File: config.mk
export PLATFORM = sky130hd
export DESIGN_NAME = block_stream_feeder
export DESIGN_NICKNAME = d
export VERILOG_FILES = /design/src/rtl/block_stream_feeder.sv
export SDC_FILE = /design/constraint.sdc
export NUM_CORES = 1
export LEC_CHECK = 0
export CELL_PAD_IN_SITES_DETAIL_PLACEMENT = 0
export CELL_PAD_IN_SITES_GLOBAL_PLACEMENT = 1
export CORE_MARGIN = 1
export CORE_UTILIZATION = 50
export DETAILED_ROUTE_END_ITERATION = 10
export PLACE_DENSITY = 0.82
export SLEW_MARGIN = 5
export SYNTH_ARGS = -nofsm -noshare
export SYNTH_HDL_FRONTEND = slang
export SYNTH_SLANG_ARGS = --single-unit
export TNS_END_PERCENT = 10
File: constraint.sdc
create_clock -name clk -period 2.5 [get_ports clk]
set_clock_uncertainty 0.2 [all_clocks]
set_input_delay 0.25 -clock clk [delete_from_list [all_inputs] [get_ports clk]]
set_output_delay 0.25 -clock clk [all_outputs]
set_load 0.005 [all_outputs]
File: src/rtl/block_stream_feeder.sv
// -----------------------------------------------------------------------------
// block_stream_feeder
//
// Purpose:
//   Buffers one block of TOTAL_SAMPLES samples from a valid/ready source, then
//   replays the block twice as a framed stream: pass 0 feeds the mean
//   calculator (start_mean ... mean_done), pass 1 feeds the variance unit
//   (start_var ... var_done). A block_done pulse closes each block.
//
// Optional feature (macro BLOCK_STREAM_FEEDER_TIMEOUT_EN):
//   When defined, each WAIT state gives up after TIMEOUT_CYCLES cycles without
//   the matching done pulse: err is set, block_done pulses, and the block is
//   dropped. When undefined, WAIT states wait indefinitely.
//
// Ports:
//   clk, rst_n       clock, asynchronous active-low reset
//   in_data/in_valid upstream sample and its valid
//   in_ready         high only while filling the buffer
//   out_data         replayed sample, forced to 0 whenever out_valid is low
//   out_valid        out_data valid (TOTAL_SAMPLES consecutive cycles per pass)
//   start_mean       one-cycle pulse opening the mean pass
//   start_var        one-cycle pulse opening the variance pass
//   mean_done        done pulse from the mean calculator
//   var_done         done pulse from the variance unit
//   pass_id          0 during the mean pass, 1 during the variance pass
//   block_done       one-cycle pulse after the block is finished (or dropped)
//   err              sticky protocol error, cleared only by reset
// -----------------------------------------------------------------------------
module block_stream_feeder #(
  parameter int DATA_WIDTH     = 8,
  parameter int TOTAL_SAMPLES  = 64,
  parameter int TIMEOUT_CYCLES = 1024
) (
  input  logic                  clk,
  input  logic                  rst_n,
  input  logic [DATA_WIDTH-1:0] in_data,
  input  logic                  in_valid,
  output logic                  in_ready,
  output logic [DATA_WIDTH-1:0] out_data,
  output logic                  out_valid,
  output logic                  start_mean,
  output logic                  start_var,
  input  logic                  mean_done,
  input  logic                  var_done,
  output logic                  pass_id,
  output logic                  block_done,
  output logic                  err
);

  localparam int              PTR_W    = $clog2(TOTAL_SAMPLES);
  localparam logic [PTR_W-1:0] LAST_IDX = PTR_W'(TOTAL_SAMPLES - 1);

  // Elaboration-time sanity check on the configuration.
  if (TOTAL_SAMPLES < 2 || (TOTAL_SAMPLES & (TOTAL_SAMPLES - 1)) != 0 ||
      TIMEOUT_CYCLES < 1) begin : g_bad_params
    $error("block_stream_feeder: TOTAL_SAMPLES must be a power of 2 >= 2 and TIMEOUT_CYCLES >= 1");
  end

  typedef enum logic [2:0] {
    FILL        = 3'd0,
    MEAN_START  = 3'd1,
    MEAN_STREAM = 3'd2,
    MEAN_WAIT   = 3'd3,
    VAR_START   = 3'd4,
    VAR_STREAM  = 3'd5,
    VAR_WAIT    = 3'd6,
    DONE        = 3'd7
  } state_t;

  state_t                state_reg;
  logic [PTR_W-1:0]      wr_ptr_reg;
  logic [PTR_W-1:0]      rd_ptr_reg;
  logic [DATA_WIDTH-1:0] mem [TOTAL_SAMPLES];

  logic                  in_ready_reg;
  logic [DATA_WIDTH-1:0] out_data_reg;
  logic                  out_valid_reg;
  logic                  start_mean_reg;
  logic                  start_var_reg;
  logic                  pass_id_reg;
  logic                  block_done_reg;
  logic                  err_reg;

  logic write_en;
  logic stray_done;
  logic wait_timeout;

  assign write_en = (state_reg == FILL) && in_ready_reg && in_valid;

  // A done pulse outside its own WAIT state is a protocol violation.
  assign stray_done = (mean_done && (state_reg != MEAN_WAIT)) ||
                      (var_done  && (state_reg != VAR_WAIT));

`ifdef BLOCK_STREAM_FEEDER_TIMEOUT_EN
  localparam int TO_W = $clog2(TIMEOUT_CYCLES + 1);

  logic [TO_W-1:0] to_cnt_reg;

  // Counter is held at 0 outside the WAIT states, so it restarts on every
  // WAIT entry. Hitting TIMEOUT_CYCLES-1 here means the edge that follows is
  // the TIMEOUT_CYCLES-th WAIT cycle without a done pulse.
  always_ff @(posedge clk or negedge rst_n) begin
    if (!rst_n) begin
      to_cnt_reg <= '0;
    end else if (state_reg == MEAN_WAIT || state_reg == VAR_WAIT) begin
      to_cnt_reg <= to_cnt_reg + TO_W'(1);
    end else begin
      to_cnt_reg <= '0;
    end
  end

  assign wait_timeout = (to_cnt_reg == TO_W'(TIMEOUT_CYCLES - 1)) &&
                        (((state_reg == MEAN_WAIT) && !mean_done) ||
                         ((state_reg == VAR_WAIT)  && !var_done));
`else
  assign wait_timeout = 1'b0;
`endif

  // Sample buffer: write-only during FILL, contents need no reset.
  always_ff @(posedge clk) begin
    if (write_en) begin
      mem[wr_ptr_reg] <= in_data;
    end
  end

  always_ff @(posedge clk or negedge rst_n) begin
    if (!rst_n) begin
      err_reg <= 1'b0;
    end else if (stray_done || wait_timeout) begin
      err_reg <= 1'b1;
    end
  end

  // Main sequencer. Outputs are registered and describe the state being
  // entered, so each output is valid for exactly the cycles spent in it.
  always_ff @(posedge clk or negedge rst_n) begin
    if (!rst_n) begin
      state_reg      <= FILL;
      wr_ptr_reg     <= '0;
      rd_ptr_reg     <= '0;
      in_ready_reg   <= 1'b0;
      out_data_reg   <= '0;
      out_valid_reg  <= 1'b0;
      start_mean_reg <= 1'b0;
      start_var_reg  <= 1'b0;
      pass_id_reg    <= 1'b0;
      block_done_reg <= 1'b0;
    end else begin
      start_mean_reg <= 1'b0;
      start_var_reg  <= 1'b0;
      block_done_reg <= 1'b0;

      case (state_reg)
        FILL: begin
          in_ready_reg <= 1'b1;
          if (write_en) begin
            // Pointer wraps to 0 on the last write, leaving it cleared.
            wr_ptr_reg <= wr_ptr_reg + PTR_W'(1);
            if (wr_ptr_reg == LAST_IDX) begin
              state_reg      <= MEAN_START;
              in_ready_reg   <= 1'b0;
              start_mean_reg <= 1'b1;
              pass_id_reg    <= 1'b0;
            end
          end
        end

        MEAN_START, VAR_START: begin
          out_valid_reg <= 1'b1;
          out_data_reg  <= mem[rd_ptr_reg];
          state_reg     <= (state_reg == MEAN_START) ? MEAN_STREAM : VAR_STREAM;
        end

        // rd_ptr_reg holds the index of the sample currently on out_data.
        MEAN_STREAM, VAR_STREAM: begin
          if (rd_ptr_reg == LAST_IDX) begin
            out_valid_reg <= 1'b0;
            out_data_reg  <= '0;
            rd_ptr_reg    <= '0;
            state_reg     <= (state_reg == MEAN_STREAM) ? MEAN_WAIT : VAR_WAIT;
          end else begin
            rd_ptr_reg   <= rd_ptr_reg + PTR_W'(1);
            out_data_reg <= mem[rd_ptr_reg + PTR_W'(1)];
          end
        end

        MEAN_WAIT: begin
          if (mean_done) begin
            state_reg     <= VAR_START;
            start_var_reg <= 1'b1;
            pass_id_reg   <= 1'b1;
          end else if (wait_timeout) begin
            state_reg      <= DONE;
            block_done_reg <= 1'b1;
            pass_id_reg    <= 1'b0;
          end
        end

        VAR_WAIT: begin
          if (var_done || wait_timeout) begin
            state_reg      <= DONE;
            block_done_reg <= 1'b1;
            pass_id_reg    <= 1'b0;
          end
        end

        DONE: begin
          state_reg    <= FILL;
          in_ready_reg <= 1'b1;
        end

        default: begin
          state_reg <= FILL;
        end
      endcase
    end
  end

  assign in_ready   = in_ready_reg;
  assign out_data   = out_data_reg;
  assign out_valid  = out_valid_reg;
  assign start_mean = start_mean_reg;
  assign start_var  = start_var_reg;
  assign pass_id    = pass_id_reg;
  assign block_done = block_done_reg;
  assign err        = err_reg;

endmodule

* Word level (Yosys, flattened, before mapping)
Memories as Yosys holds them, arrays and structs flattened.
Cells that the tools add are included.
W data, S select, Z words.
** Word-level totals
- Flip-flop bits (word level) :: 30
- Latch bits :: 0
- Bits in writable memories :: 512
- ROM bits :: 0
- Output and inout bits :: 15
- Memories kept :: 1
** Memory list
- mem :: words 64, bits a word 8, read ports 2, clocked after memory_dff 0, wr ports 1, RTL line 73 : logic [DATA_WIDTH-1:0] mem [TOTAL_SAMPLES];
** Cells by class
- Add/subtract/negate cells :: 2
- Multipliers :: 0
- Div/mod/pow operators :: 0
- Magnitude comparators :: 0
- Eq/ne operators :: 16
- Shift-type cells :: 0
- Muxes and demuxes :: 30
- Bitwise operators :: 0
- Reductions and logical operators :: 15
** Operators by type and width (count)
- $mux W3 :: 7
- $pmux W3 S6 :: 1
- $mux W1 :: 16
- $pmux W8 S2 :: 1
- $add A6 B1 Y6 const B :: 2
- $eq A3 B3 Y1 const B :: 4
- $eq A6 B6 Y1 const B :: 2
- $reduce_and A5 Y1 :: 2
- $mux W8 :: 1
- $ne A2 B2 Y1 const B :: 4
- $eq A3 B2 Y1 const B :: 2
- $mux W6 :: 1
- $logic_and A1 B1 Y1 :: 4
- $pmux W1 S2 :: 2
- $reduce_and A2 Y1 :: 2
- $reduce_bool A2 Y1 :: 2
- $reduce_or A2 Y1 :: 2
- $eq A3 B1 Y1 const B :: 1
- $logic_not A3 Y1 :: 1
- $ne A3 B2 Y1 const B :: 1
- $ne A3 B3 Y1 const B :: 1
- $pmux W1 S3 :: 1
- $reduce_bool A3 Y1 :: 1
- $ne A2 B1 Y1 const B :: 1
- $logic_or A1 B1 Y1 :: 1

* Depth between registers and ports, before layout
- Depth in word-level cells :: 5
- Depth in mapped cells :: 11
- Depth with buffers taken out :: 8

* Least setup slack after synthesis
No wires, ideal clock.
- Path kind :: register to register
- From :: reg rd_ptr_reg[1]
- To :: reg out_data_reg[5], in the netlist out_data[5]
- Library setup time :: 0.133 ns
- Arrival time :: 2.310 ns
- Path slack :: -0.142 ns
- Stages on the path, launching flop included :: 10
- Path buffers :: 3
- Clock period less this slack :: 2.642 ns
- Cell sequence :: dfrtp_1 ha_1 buf_2 buf_2 buf_2 mux4_2 mux2i_1 a32oi_1 nand4_1 nand4b_1
** On the way
- Longest elaborated chain between the ends :: 4
- Elaborated cells on any way between the ends :: 5
- Classes of those cells :: add/sub: 1; eq/ne: 1; mux: 2; memory: 1
** Ends and longest elaborated chain
- start, declared :: RTL line 72 : logic [PTR_W-1:0] rd_ptr_reg;
- start signal, assigned :: RTL line 182 : rd_ptr_reg <= rd_ptr_reg + PTR_W'(1);
- $add A6 B1 Y6 :: RTL line 183 : out_data_reg <= mem[rd_ptr_reg + PTR_W'(1)];
- $mem_v2 Z64 W8
- $mux W8 :: RTL line 176 : if (rd_ptr_reg == LAST_IDX) begin
- $pmux W8 S2 (*) :: RTL line 153 : case (state_reg)
- end signal, assigned :: RTL line 170 : out_data_reg <= mem[rd_ptr_reg];
- end signal, assigned :: RTL line 183
- end, declared :: RTL line 76 : logic [DATA_WIDTH-1:0] out_data_reg;
Mark *: on every way between the ends. The rest lies on a longest branch, timed or not.
A chain may end at the register's enable or synchronous reset.

* Final worst setup path
- From :: reg rd_ptr_reg[0]
- To :: reg out_data_reg[4], in the netlist out_data[4]
Same word-level chain as after synthesis.

==> summary.md <==
| Metric | Value |
|---|---|
| Area after DPL | `28520 µm²` |
| Asr flop ratio synth | `5.535%` |
| Final core area utilization | `62.39%` |
| Largest register FFs | `512` |
| Post-DR wirelength/cell | `29.55 µm` |
| Syn Nets | `1470` |
| Post-synth EDFFs | `a little over 500` |
| Status | `finished, violations left` |
| Max Fanout on Critical Path | `10` |
| Mapped Avg Cell Area | `between 15 and 20 µm²` |
| Root buf cell | `clkbuf_16` |
| Worst Setup End Kind | `flip-flop` |
| Full die area | `~52000 µm²` |
| Failing checks | `negative setup slack` |
| Worst endpoint required time | `roughly 2.8 ns` |
| Row count | `between 80 and 90` |
| IO buf count | `27` |
| Crit path launch type | `flip-flop` |
| Diode count | `0` |
| Yosys warns | `0` |
| CP Class | `flip-flop to flip-flop` |
| CTS max path bufs | `3` |
| PD cells | `590.5 nW/µm²` |
| IO Count | `28` |
| Vias in the first global route | `about 16000` |
| Total number of vias | `15908` |
| Distinct cells, synth | `56` |
| Yosys reg bits | `between 500 and 600` |
| Static Leak | `roughly 0.010 µW` |
| Maximum number of pins on one net before global-route repair | `65` |
| # DRC | `0` |
| CTS tree | `built` |
| Tcrit/Tclk final | `112.3%` |
| Cell Area, Synth | `25780 µm²` |
| Clock latency at the later pin of the worst-skew pair | `0.62 ns` |
| Total Routing Usage GR | `27.88%` |
| Worst-path clk slew | `approximately 0.060 ns` |
| H-tree depth | `2` |
| Sequential share of the synthesized area | `62.56%` |
| First drt pass iteration count | `5` |
| VDD IR max | `around 0.58 mV` |
| Post-Synthesis Cells | `1450` |
| Num Clock Sinks | `542` |
| Tot Pwr | `18600 µW` |
| Initial antenna violation count | `0` |
| Initial Util | `51.06%` |
| Hold Path Class | `input pin to flip-flop` |
| DIE WIDTH | `about 230 µm` |
| Unrepaired setup endpoints after global routing | `true` |
| FMAX | `between 300 and 400 MHz` |
| HPWL Detailed | `48150 µm` |
| Gr ovfl total | `0` |
| Vias per inst | `6.517` |
| Crit path DAT | `3.10 ns` |
| Cts bufs inserted | `55` |
| First-pass GRT wire length | `106400 µm` |
| Core ar. | `50480 µm²` |
| DRT Wirelength | `72140 µm` |
| Final worst slack | `-0.3080 ns` |
| Drt first-iter violations | `2071` |
| Ratio of cells with drive above 1 in the final layout | `between 40% and 50%` |
| Slew @ Worst Pin | `0.9457 ns` |
| Die extent in y | `229.1 µm` |
| Design area | `roughly 31000 µm²` |
| RD Place Congestion | `0.9407` |
| Max-cap violation count | `0` |
| Final setup violation count | `8` |
| Post-Place Setup Slack | `-0.5176 ns` |
| Ys flop type | `edfxtp_1` |
| Max-slew violations | `0` |
| Hold Vio Cnt, Final | `0` |
| Synth-to-Final Area Change | `22.18%` |
| Rel. slew slack | `36.96%` |
| Tmin final | `2.808 ns` |
| Antenna Nets Post-Route | `0` |
| Final nets | `roughly 1700` |
repair_timing:
| action | 4_1_cts | 5_1_grt |
|---|---|---|
| setup endpoints to repair | 158 | 295 |
| setup buffers | 27 | 16 |
| endpoints found under the hold margin | 142 | 0 |
| pin swaps | 24 | 13 |
| gates resized for setup | 71 | 57 |
| gates cloned | 5 | 2 |
| hold buffers | 4 | 0 |
critical path, stage by stage, from the launching register on:
cell and delay (ns):
dfrtp_4 0.51, buf_12 0.14, buf_12 0.14, buf_12 0.15
mux4_2 0.43, mux4_2 0.49, o22ai_2 0.12, nor3_2 0.07
a31oi_2 0.29, a31oi_1 0.13
final cells by class:
| class | instances | area [µm²] |
|---|---|---|
| clock buffers | 66 | 1460 |
| clock inverters | 34 | 386.6 |
| fillers | 3596 | 18980 |
| inverters | 9 | 33.78 |
| multi-input cells | 795 | 9443 |
| flip-flops and latches | 542 | 16130 |
| well taps | 672 | 840.8 |
| repair buffers | 323 | 3196 |
final timing paths:
kind,start,to,slack (ns),depth (start not counted)
setup / recovery,rd_ptr_reg[0]$_DFFE_PN0N_,out_data[4]$_DFFE_PN0P_,-0.31,9
hold / removal,mean_done,start_var$_DFF_PN0_,0.06,3
setup reg to reg,rd_ptr_reg[0]$_DFFE_PN0N_,out_data[4]$_DFFE_PN0P_,-0.31,9
hold reg to reg,err$_DFFE_PN0P_,err$_DFFE_PN0P_,0.27,1
max in group asynchronous,rst_n,rd_ptr_reg[0]$_DFFE_PN0N_,1.34,3
min in group asynchronous,rst_n,start_mean$_DFF_PN0_,0.40,3
synthesized netlist by cell type, types with 14 or more instances:
cell      count  area (µm²)
o21ai_0      17       85.08
a32oi_1      23       201.4
dfrtp_1      30       750.7
buf_2        42       210.2
mux2i_1      43       430.4
o22ai_1      14       87.58
edfxtp_1    512       15370
clkbuf_1     25       93.84
mux4_2      250        5630
nand3_1      32       160.2
nand2_1     132       495.5
nor2_1      102       382.9
buf_4        23       172.7
a21oi_1      14       70.07
mux2_2       22       247.7
stage by stage:
stage / std cells / setup TNS (ns) / hold WS, ns
6_report: 2441 / -1.819 / 0.05851
3_3_place_gp: 2291 / -5.991 / 0.2574
5_1_grt: 2441 / -2.196 / 0.08131
2_1_floorplan: 1450 / -0.2882 / -0.2456
4_1_cts: 2426 / -1.806 / 0.03629
3_5_place_dp: 2291 / -7.205 / 0.2645
layout by cell type (no fill, tap or decap), types with 9 or more instances in the layout:
cell,Yosys,final
mux2_2,22,19
edfxtp_1,512,512
clkdlybuf4s50_1,0,19
clkbuf_1,25,9
mux2i_2,0,10
a21oi_1,14,13
nand2_1,132,126
nor2b_1,9,9
buf_6,4,18
buf_12,2,40
mux2i_1,43,29
nand4_1,12,12
a32oi_1,23,12
nand3_1,32,31
nor2_1,102,100
dfrtp_1,30,27
clkinv_2,0,9
o22ai_1,14,9
a32oi_2,0,9
o21ai_0,17,16
buf_4,23,222
mux4_2,250,252
clkbuf_16,0,59
per-layer routing:
layer / wire (µm) / up-vias / track usage (%)
met3: 6575 / 134 / 4.868
li1: - / 6576 / -
met1: 28530 / 8325 / 39.15
met2: 34380 / 873 / 43.88
met4: 2650 / 0 / 10.81
met5: 0 / - / 0
logic make-up after synthesis:
group,share of synthesized area (%)
AO/OA/AOI/OAI,3.500
XOR/XNOR,0.3738
adder cells (fa/ha/maj),0.3398
buffers and inverters,2.427
flip-flops,62.56
multiplexers,25.19
AND/OR/NAND/NOR,5.611
report_power, final:
group | switching (µW) | internal, µW | total (µW)
Sequential | 0 | 9930 | 9930
Combinational | 161 | 33.4 | 195
Clock | 3500 | 4980 | 8480
Total | 3660 | 14900 | 18600
Power figures use the tool's default switching activity.
